**src/rtl/regfile_wb_arbiter.sv**
```systemverilog
// Writeback arbiter between the ALU and load paths into the register file.
// Memory normally wins a conflict; after STARVE_LIMIT consecutive ALU losses the
// ALU gets priority for one grant. Writes to R15 become PC redirects.
// Optional feature macro: WB_CONFLICT_CNT_EN enables the conflict cycle counter;
// when undefined, conflict_cnt is tied to zero.
module regfile_wb_arbiter #(
    parameter int unsigned STARVE_LIMIT = 3
) (
    input  logic        clk,
    input  logic        rst_n,
    input  logic        wb_stall,
    input  logic        alu_valid,
    input  logic [3:0]  alu_rd,
    input  logic [31:0] alu_data,
    output logic        alu_ready,
    input  logic        mem_valid,
    input  logic [3:0]  mem_rd,
    input  logic [31:0] mem_data,
    output logic        mem_ready,
    output logic        rf_we,
    output logic [3:0]  rf_waddr,
    output logic [31:0] rf_wdata,
    output logic        pc_we,
    output logic [31:0] pc_wdata,
    output logic [15:0] conflict_cnt
);

    localparam logic [3:0] StarveMax = 4'(STARVE_LIMIT);
    localparam logic [3:0] PcReg     = 4'hF;

    typedef enum logic [0:0] {StMemPri, StAluPri} state_e;

    state_e      state_q;
    logic [3:0]  starve_cnt_q, starve_cnt_d;
    logic        alu_xfer, mem_xfer, wb_xfer;
    logic [3:0]  wb_rd;
    logic [31:0] wb_data;

    logic        rf_we_q, pc_we_q;
    logic [3:0]  rf_waddr_q;
    logic [31:0] rf_wdata_q, pc_wdata_q;

    // Grant selection; readies are forced low under reset so a grant in the
    // reset cycle can never be accepted by a requester.
    always_comb begin
        alu_ready = 1'b0;
        mem_ready = 1'b0;
        if (rst_n && !wb_stall) begin
            if (alu_valid && mem_valid) begin
                if (state_q == StAluPri) begin
                    alu_ready = 1'b1;
                end else begin
                    mem_ready = 1'b1;
                end
            end else begin
                alu_ready = alu_valid;
                mem_ready = mem_valid;
            end
        end
    end

    assign alu_xfer = alu_valid & alu_ready;
    assign mem_xfer = mem_valid & mem_ready;
    assign wb_xfer  = alu_xfer | mem_xfer;
    assign wb_rd    = alu_xfer ? alu_rd : mem_rd;
    assign wb_data  = alu_xfer ? alu_data : mem_data;

    // Next starvation count: cleared by an ALU transfer, bumped by each ALU loss.
    always_comb begin
        starve_cnt_d = starve_cnt_q;
        if (alu_xfer) begin
            starve_cnt_d = '0;
        end else if (alu_valid && !wb_stall && (starve_cnt_q < StarveMax)) begin
            starve_cnt_d = starve_cnt_q + 4'd1;
        end
    end

    // Priority FSM and starvation counter; stalled cycles freeze both.
    always_ff @(posedge clk or negedge rst_n) begin
        if (!rst_n) begin
            state_q      <= StMemPri;
            starve_cnt_q <= '0;
        end else if (!wb_stall) begin
            starve_cnt_q <= starve_cnt_d;
            unique case (state_q)
                StMemPri: if (starve_cnt_d >= StarveMax) state_q <= StAluPri;
                StAluPri: if (alu_xfer) state_q <= StMemPri;
                default:  state_q <= StMemPri;
            endcase
        end
    end

    // Registered writeback; R15 goes to the PC port and leaves the RF regs alone.
    always_ff @(posedge clk or negedge rst_n) begin
        if (!rst_n) begin
            rf_we_q    <= 1'b0;
            pc_we_q    <= 1'b0;
            rf_waddr_q <= '0;
            rf_wdata_q <= '0;
            pc_wdata_q <= '0;
        end else begin
            rf_we_q <= 1'b0;
            pc_we_q <= 1'b0;
            if (wb_xfer) begin
                if (wb_rd == PcReg) begin
                    pc_we_q    <= 1'b1;
                    pc_wdata_q <= wb_data;
                end else begin
                    rf_we_q    <= 1'b1;
                    rf_waddr_q <= wb_rd;
                    rf_wdata_q <= wb_data;
                end
            end
        end
    end

    assign rf_we    = rf_we_q;
    assign pc_we    = pc_we_q;
    assign rf_waddr = rf_waddr_q;
    assign rf_wdata = rf_wdata_q;
    assign pc_wdata = pc_wdata_q;

`ifdef WB_CONFLICT_CNT_EN
    logic [15:0] conflict_cnt_q;

    // Saturating count of unstalled cycles with both requesters valid.
    always_ff @(posedge clk or negedge rst_n) begin
        if (!rst_n) begin
            conflict_cnt_q <= '0;
        end else if (alu_valid && mem_valid && !wb_stall && (conflict_cnt_q != 16'hFFFF)) begin
            conflict_cnt_q <= conflict_cnt_q + 16'd1;
        end
    end

    assign conflict_cnt = conflict_cnt_q;
`else
    assign conflict_cnt = '0;
`endif

endmodule

```
**config.mk**
```make
export PLATFORM = sky130hd
export DESIGN_NAME = regfile_wb_arbiter
export DESIGN_NICKNAME = d
export VERILOG_FILES = /design/src/rtl/regfile_wb_arbiter.sv
export SDC_FILE = /design/constraint.sdc
export NUM_CORES = 1
export LEC_CHECK = 0
export ABC_AREA = 0
export CAP_MARGIN = 30
export CORE_UTILIZATION = 35
export CTS_BUF_LIST = sky130_fd_sc_hd__clkbuf_2
export CTS_CLUSTER_SIZE = 8
export DETAILED_ROUTE_END_ITERATION = 6
export PLACE_DENSITY = 0.71
export SETUP_SLACK_MARGIN = 0.2
export SLEW_MARGIN = 15
export SYNTH_ARGS = -nofsm -noshare
export SYNTH_HDL_FRONTEND = slang
export SYNTH_SLANG_ARGS = --single-unit
```
**constraint.sdc**
```tcl
create_clock -name clk -period 1.7 [get_ports clk]
set_clock_uncertainty 0.05 [all_clocks]
set_input_delay 0.255 -clock clk [delete_from_list [all_inputs] [get_ports clk]]
set_output_delay 0.255 -clock clk [all_outputs]
set_load 0.05 [all_outputs]
```
# Yosys cells after proc, flatten, opt, wreduce, memory -nomap -nowiden

Cells that the tools add are included.

Add/sub/neg operators: 1
$lt $le $gt $ge: 2
Eq/ne operators: 1
Multiplexer cells: 17
Bitwise operators: 5
Reductions and logical operators: 7

Operator list:

| kind                | count |
|---|---|
| $mux 32             | 1 |
| $mux 1              | 12 |
| $mux 4              | 3 |
| $add 4x1->4 const B | 1 |
| $eq 4x4->1 const B  | 1 |
| $ge 4x2->1 const B  | 1 |
| $logic_and 1x1->1   | 4 |
| $lt 4x2->1 const B  | 1 |
| $reduce_and 2->1    | 2 |
| $and 1x1->1         | 2 |
| $not 1->1           | 2 |
| $pmux 1 s2          | 1 |
| $logic_not 1->1     | 1 |
| $or 1x1->1          | 1 |

Register bits after elaboration: 75
Input port bits: 77
Output and inout bits: 88
Logic and storage cells: 40

# Longest topological paths before layout

Gate-level depths: netlist of the first run.

Word-level depth: 8
Depth in mapped cells: 7
Gate-level depth less buffers: 5

# Least setup slack after synthesis of the first run

No wires, ideal clock.

Path type: register -> register
Start: register state_q
End: register rf_waddr_q[0], in the netlist rf_waddr[0]
Setup time: 0.140 ns
Arrival: 1.733 ns
Data required time: 1.510 ns
Path slack: -0.223 ns
Cell stages (with the launch flop): 8
Path buffers: 2
Clock period less this slack: 1.923 ns
Cells stage by stage: dfrtp_1 > nand2b_1 > nand3_2 > buf_6 > buf_6 > clkinv_1 > mux2i_1 > a2bb2oi_1

Cells in the longest elaborated chain, start to end: 8
Elaborated cells between the ends (all ways): 13
Those cells by class: 1 x eq/ne; 7 x mux; 4 x bitwise; 1 x reduce/logical

Ends and longest elaborated chain:

| element                           | line | text |
|---|---|---|
| start, declared                   | 33   | `state_e state_q;` |
| start signal, assigned            | 81   | `state_q <= StMemPri;` |
| start signal, assigned            | 86   | `StMemPri: if (starve_cnt_d >= StarveMax) state_q <= StAluPri;` |
| start signal, assigned            | 87   | `StAluPri: if (alu_xfer) state_q <= StMemPri;` |
| $mux 1 *                          | 50   | `if (state_q == StAluPri) begin` |
| $mux 1 *                          | 49   | `if (alu_valid && mem_valid) begin` |
| $mux 1 *                          | 48   | `if (rst_n && !wb_stall) begin` |
| net alu_ready                     | 15   | `output logic alu_ready,` |
| $and 1x1->1 *                     | 62   | `assign alu_xfer = alu_valid & alu_ready;` |
| $mux 4                            | 65   | `assign wb_rd = alu_xfer ? alu_rd : mem_rd;` |
| $eq 4x4->1                        | 105  | `if (wb_rd == PcReg) begin` |
| $not 1->1 (no source line)        | n/a  |  |
| $reduce_and 2->1 (no source line) | n/a  |  |
| end signal, assigned              | 110  | `rf_waddr_q <= wb_rd;` |
| end, declared                     | 40   | `logic [3:0] rf_waddr_q;` |

The timed path passes the listed nets; every way through them passes the cells marked *.
A chain may end at the register's enable or synchronous reset.

# Final worst setup path of the first run

Start: register state_q
End: register rf_wdata_q[4], in the netlist rf_wdata[4]

Cells in the longest elaborated chain, start to end: 8
Elaborated cells between the ends (all ways): 14
Those cells by class: 1 x eq/ne; 8 x mux; 4 x bitwise; 1 x reduce/logical

Ends and longest elaborated chain:

| element                           | line | text |
|---|---|---|
| $mux 1                            | 50   |  |
| $mux 1                            | 49   |  |
| $mux 1                            | 48   |  |
| $and 1x1->1                       | 62   |  |
| $mux 4                            | 65   |  |
| $eq 4x4->1                        | 105  |  |
| $not 1->1 (no source line)        | n/a  |  |
| $reduce_and 2->1 (no source line) | n/a  |  |
| end signal, assigned              | 111  | `rf_wdata_q <= wb_data;` |
| end, declared                     | 41   | `logic [31:0] rf_wdata_q, pc_wdata_q;` |

Several ways; a longest one is shown, not always the timed one.

==> flow_metrics.tcl, run 1 <==
set metrics [dict create \
    hold_path_class "primary input to async pin" \
    synthTopCellsByArea "dfrtp_1, mux2_2, mux2_4, buf_4, buf_6" \
    layoutNonFillerInstCount 566 \
    clk_pin_slew_ns 0.23 \
    cts_tree "done" \
    row_count 36 \
    dp_slack_ns -0.574 \
    yosys_warnings 0 \
    rsz0062_at_grt "true" \
    num_io_pins 165 \
    synth_area_sq_mm 0.00359 \
    first_pass_iters 4 \
    diodes 0 \
    tightestPinTransition_ns 0.622 \
    dieWidth_um 103 \
    placed_area_sq_mm 0.00511 \
    layout_setup_ws_ns -0.165 \
    drive_gt1_share_pct 55.0 \
    required_ns 2.03 \
    gr-usage-all-layers_pct 16.9 \
    cp.arrival_ns 2.19 \
    synth_cells 237 \
    ys.flop_type "dfrtp_1" \
    drv_cap 0 \
    crit_top_cell "buf_6" \
    multi_input_area_sq_mm 0.00171 \
    synth-edff-count 0 \
    cts_buffer_depth 2 \
    slew_viol_final 0 \
    seq_area_frac_synth_pct 52.2 \
    drcViolationCount 0 \
    nFillCells 791 \
    dpl.cell_count 523 \
    via_per_inst 4.60 \
    port_buffers 148 \
    core_sq_mm 0.00986 \
    overflow 0 \
    initial_core_util_pct 36.4 \
    cts.sinks 75 \
    worstSkewPairLatency_ns 0.48 \
    ir_drop_mv 0.743 \
    endpoint_kind "flip-flop" \
    worst-path-max-fanout 8 \
    final-setup-viol-count 66 \
    dp_hpwl_um 6490 \
    crit_type "flip-flop to flip-flop" \
    grt_max_degree 50 \
    cp-start-kind "flip-flop" \
    path_cells "nand2b_4 > nand3_4 > buf_6 > a211oi_4 > buf_6 > buf_12 > mux2_4" \
    violations "negative setup slack" \
    synth.most_common_cell "dfrtp_1" \
    drt-total-wl_um 9720 \
    antenna_found_initial 0 \
    die_height_um 103 \
    grt_pass1_wl_um 13600 \
    synth_largest_area_cell "dfrtp_1" \
    synth_common_cells "dfrtp_1, mux2_2, mux2_4, buf_4, buf_6" \
    regArea_sq_mm 0.00188 \
    period_needed_ns 1.86 \
    htreeDepth 3 \
    synthDistinctLibCells 31 \
    design_area_sq_mm 0.00583 \
    max_clock_freq_ghz 0.536 \
    final_core_util_pct 59.1 \
    vias 2602 \
    gp_congestion 0.788 \
    critical-path-slowest-cell "dfrtp_1" \
    fin_crit_sh_pct 110 \
    area_growth_pct 62.1 \
    layout.nets 506 \
    cpPeakStageDelay_ns 0.42 \
    syn_area_per_cell_sq_um 15.2 \
    grt_pass1_vias 2667 \
    clock-root-buffer "clkbuf_2" \
    relSlewSlack_pct 58.5 \
    cts_inserted_buffers 9 \
    final_antenna_net_count 0 \
    dr.first_iter.drc_count 75 \
    dieArea_sq_mm 0.0107 \
    p_leak_uw 0.00285 \
    ys_ff_latch 75 \
    synth_top_area_share_pct 52.2 \
    outcome "complete, but fails checks" \
    hold_viol_final 0 \
    wl_per_cell_um 17.2 \
    p_per_area_mw_per_mm2 1200 \
    synthArstFlopShare_pct 100 \
]
worst max-delay path, delay by kind of cell, from the launching register on:
family / cells / cell delay (ns)
buffers and inverters: 3 / 0.52
DFF: 1 / 0.42
muxes: 1 / 0.30
and+or+nand+nor: 2 / 0.27
AOI/OAI and AO/OA: 1 / 0.23
path summary, 6_finish.rpt:
| path | from | slack [ns] | endpoint | depth (start not counted) |
|---|---|---|---|---|
| worst min register to register | pc_wdata[30]$_DFFE_PN0P_ | 0.49 | pc_wdata[30]$_DFFE_PN0P_ | 1 |
| min in group clk | mem_rd[2] | 0.38 | rf_waddr[2]$_DFFE_PN0P_ | 3 |
| max in group asynchronous | rst_n | 1.13 | rf_wdata[1]$_DFFE_PN0P_ | 3 |
| worst max register to register | state_q$_DFFE_PN0N_ | -0.16 | rf_wdata[4]$_DFFE_PN0P_ | 7 |
| worst min-delay path | rst_n | 0.03 | rf_wdata[24]$_DFFE_PN0P_ | 3 |
| worst max-delay path | state_q$_DFFE_PN0N_ | -0.16 | rf_wdata[4]$_DFFE_PN0P_ | 7 |
per-stage QoR:
stage / TNS, ns / hold slack (ns) / total power, uW
final: -8.29 / 0.0311 / 7010
after detailed placement: -36.44 / 0.341 / 5780
after global placement: -33.37 / 0.330 / 5730
after CTS: -6.64 / 0.318 / 6870
after global routing: -12.15 / 0.0225 / 7310
after floorplan: -0.988 / -0.0906 / 4680
flip-flops by register name, indices dropped and copies added (netlist names):
name / count
pc_wdata: 32
pc_we: 1
rf_waddr: 4
rf_wdata: 32
rf_we: 1
starve_cnt_q: 4
state_q: 1
power by group:
part	internal (uW)	total, uW	switching [uW]
Sequential	2210	2460	258
Clock	337	993	656
Combinational	1450	3550	2100
Total	3990	7010	3020
cell usage in the layout, fill, tap and decap left out, drive strengths merged, types with 2 or more instances in the layout:
cell and n:
inv 4, and2 2, o21ai 2, clkinv 4, and3 2, conb 16
mux2 96, clkbuf 14, dfrtp 75, clkdlybuf4s50 75, nand2b 2, nor2 4
a2bb2oi 4, mux2i 5, buf 110
layout make-up:
cell class,count,area share (%)
Inverter,3,0.408
Multi-Input combinational cell,148,29.3
Timing Repair Buffer,191,33.3
Clock inverter,7,1.14
Clock buffer,9,0.773
Tap cell,133,2.86
Sequential cell,75,32.2
metal layers:
layer / vias up / part of all wire (%) / GRT usage [%] / wire [um]
met5: - / 0 / 0 / 0
met4: 0 / 1.8 / 6.93 / 172
met3: 12 / 4.5 / 3.76 / 438
met2: 80 / 51 / 28.7 / 4950
met1: 1315 / 43 / 20.7 / 4150
li1: 1195 / - / - / -
cell families after synthesis:
family / share of synthesized area (%)
XOR/XNOR: 0.244
AO/OA/AOI/OAI: 2.61
AND/OR/NAND/NOR: 3.93
multiplexers: 34.1
flip-flops: 52.2
buffers and inverters: 6.47
adder cells (fa/ha/maj): 0.348
other: 0.104
timing repair:
| action | 4_1_cts | 5_1_grt |
|---|---|---|
| gates cloned | 2 | 6 |
| hold buffers | 1 | 0 |
| gates resized for setup | 24 | 42 |
| hold endpoints to repair | 75 | 0 |
| pin swaps | 4 | 2 |
| endpoints found under the setup margin | 73 | 85 |
| buffers inserted | 6 | 12 |
Note: power is estimated with default switching activity, not from simulation.
==> run 2: changes to the inputs <==
SKIP_CTS_REPAIR_TIMING = 1   (was not set)
clock period = 1.6 ns   (was 1.7 ns; I/O delays follow)
==> run 2 against run 1 <==
  * The flow still finishes with violations (negative setup slack)
  * Clock power grew 27%
  * Sequential cell count is the same
  * Die area is the same
==> flow_metrics.tcl, run 2 (synthesis results as in run 1) <==
set metrics [dict create \
    dieArea_sq_mm 0.0107 \
    cpPeakStageDelay_ns 0.44 \
    cts_inserted_buffers 9 \
    clock-root-buffer "clkbuf_2" \
    clk_pin_slew_ns 0.22 \
    slew_viol_final 0 \
    row_count 36 \
    drive_gt1_share_pct 57.8 \
    tightestPinTransition_ns 0.645 \
    layout_setup_ws_ns -0.332 \
    drcViolationCount 0 \
    p_leak_uw 0.00284 \
    grt_pass1_wl_um 12800 \
    hold_ws_ns 0.323 \
    violations "negative setup slack" \
    worst-path-max-fanout 12 \
    required_ns 1.98 \
    antenna_found_initial 0 \
    path_cells "nand2b_4 > nand3_4 > buf_4 > a211oi_4 > buf_12 > clkbuf_16 > mux2_4" \
    critical-path-slowest-cell "dfrtp_1" \
    design_area_sq_mm 0.00607 \
    grt_pass1_vias 2520 \
    cts_tree "done" \
    cp-start-kind "flip-flop" \
    cp.arrival_ns 2.31 \
    gp_congestion 0.738 \
    outcome "complete, but fails checks" \
    nFillCells 762 \
    hold_path_class "primary input to async pin" \
    overflow 0 \
    report.power.total_uw 8050 \
    dr.first_iter.drc_count 55 \
    area_growth_pct 69.0 \
    ir_drop_mv 0.606 \
    worstSkewPairLatency_ns 0.51 \
    core_sq_mm 0.00986 \
    layout_common_cells "clkdlybuf4s50_1, dfrtp_1, mux2_2" \
    cts.sinks 75 \
    fin_crit_sh_pct 121 \
    p_per_area_mw_per_mm2 1330 \
    port_buffers 148 \
    diodes 0 \
    endpoint_kind "flip-flop" \
    final_antenna_net_count 0 \
    drv_cap 0 \
    dieWidth_um 103 \
    via_per_inst 4.64 \
    hold_viol_final 0 \
    crit_type "flip-flop to flip-flop" \
    vias 2697 \
    first_pass_iters 3 \
    dp_slack_ns -0.619 \
    grt_max_degree 52 \
    num_io_pins 165 \
    gr-usage-all-layers_pct 16.1 \
    drt-total-wl_um 9650 \
    die_height_um 103 \
    htreeDepth 3 \
    wl_per_cell_um 16.6 \
    period_needed_ns 1.93 \
    cts_buffer_depth 2 \
    layout.nets 521 \
    placed_area_sq_mm 0.00520 \
    relSlewSlack_pct 57.0 \
    dp_hpwl_um 6300 \
    final-setup-viol-count 74 \
    rsz0062_at_grt "true" \
    max_clock_freq_ghz 0.517 \
    initial_core_util_pct 36.4 \
]
==> run 2: metal layers <==
metal	vias up	GRT usage, %	part of all wire (%)
met5	-	0	0
met4	0	6.28	2.4
met3	18	4.37	6.1
met2	103	26.3	51
met1	1349	20.4	40
li1	1227	-	-
==> run 2: metrics by stage <==
stage	setup TNS [ns]	util [%]	std cells
after floorplan	-5.63	-	252
after global placement	-40.51	52.8	532
after detailed placement	-42.10	52.8	532
after CTS	-12.90	54.2	548
after global routing	-20.54	61.6	581
final	-19.00	61.6	581
==> run 2: worst max-delay path, delay by kind of cell, from the launching register on <==
family | cells | cell delay, ns
and+or+nand+nor | 2 | 0.28
buffers and inverters | 3 | 0.52
muxes | 1 | 0.30
DFF | 1 | 0.44
AOI/OAI and AO/OA | 1 | 0.27
==> run 2: final timing paths <==
path                                               start                           to  slack, ns  depth (start not counted)
worst min register to register  pc_wdata[15]$_DFFE_PN0P_     pc_wdata[15]$_DFFE_PN0P_       0.51                          1
min in group clk                                wb_stall          state_q$_DFFE_PN0N_       0.39                          3
max in group asynchronous                          rst_n      pc_wdata[6]$_DFFE_PN0P_       0.70                          3
worst max register to register       state_q$_DFFE_PN0N_     rf_wdata[19]$_DFFE_PN0P_      -0.33                          7
worst min-delay path                               rst_n  starve_cnt_q[1]$_DFFE_PN0N_       0.32                          4
worst max-delay path                 state_q$_DFFE_PN0N_     rf_wdata[19]$_DFFE_PN0P_      -0.33                          7
==> run 2: layout make-up <==
class	instances	area (sq um)	share of cell area, %
Timing Repair Buffer	206	2220	36.6
Sequential cell	75	1880	30.9
Multi-Input combinational cell	148	1640	26.9
Tap cell	133	166	2.74
Clock inverter	7	100	1.65
Clock buffer	9	45.0	0.742
Inverter	3	23.8	0.391
==> run 2: power by group <==
part / internal [uW] / switching, uW / total, uW / leakage [uW]
clock: 531 / 724 / 1260 / 0.0000821
combinational: 1840 / 2270 / 4110 / 0.00183
sequential: 2350 / 339 / 2690 / 0.000922
total: 4710 / 3330 / 8050 / 0.00284
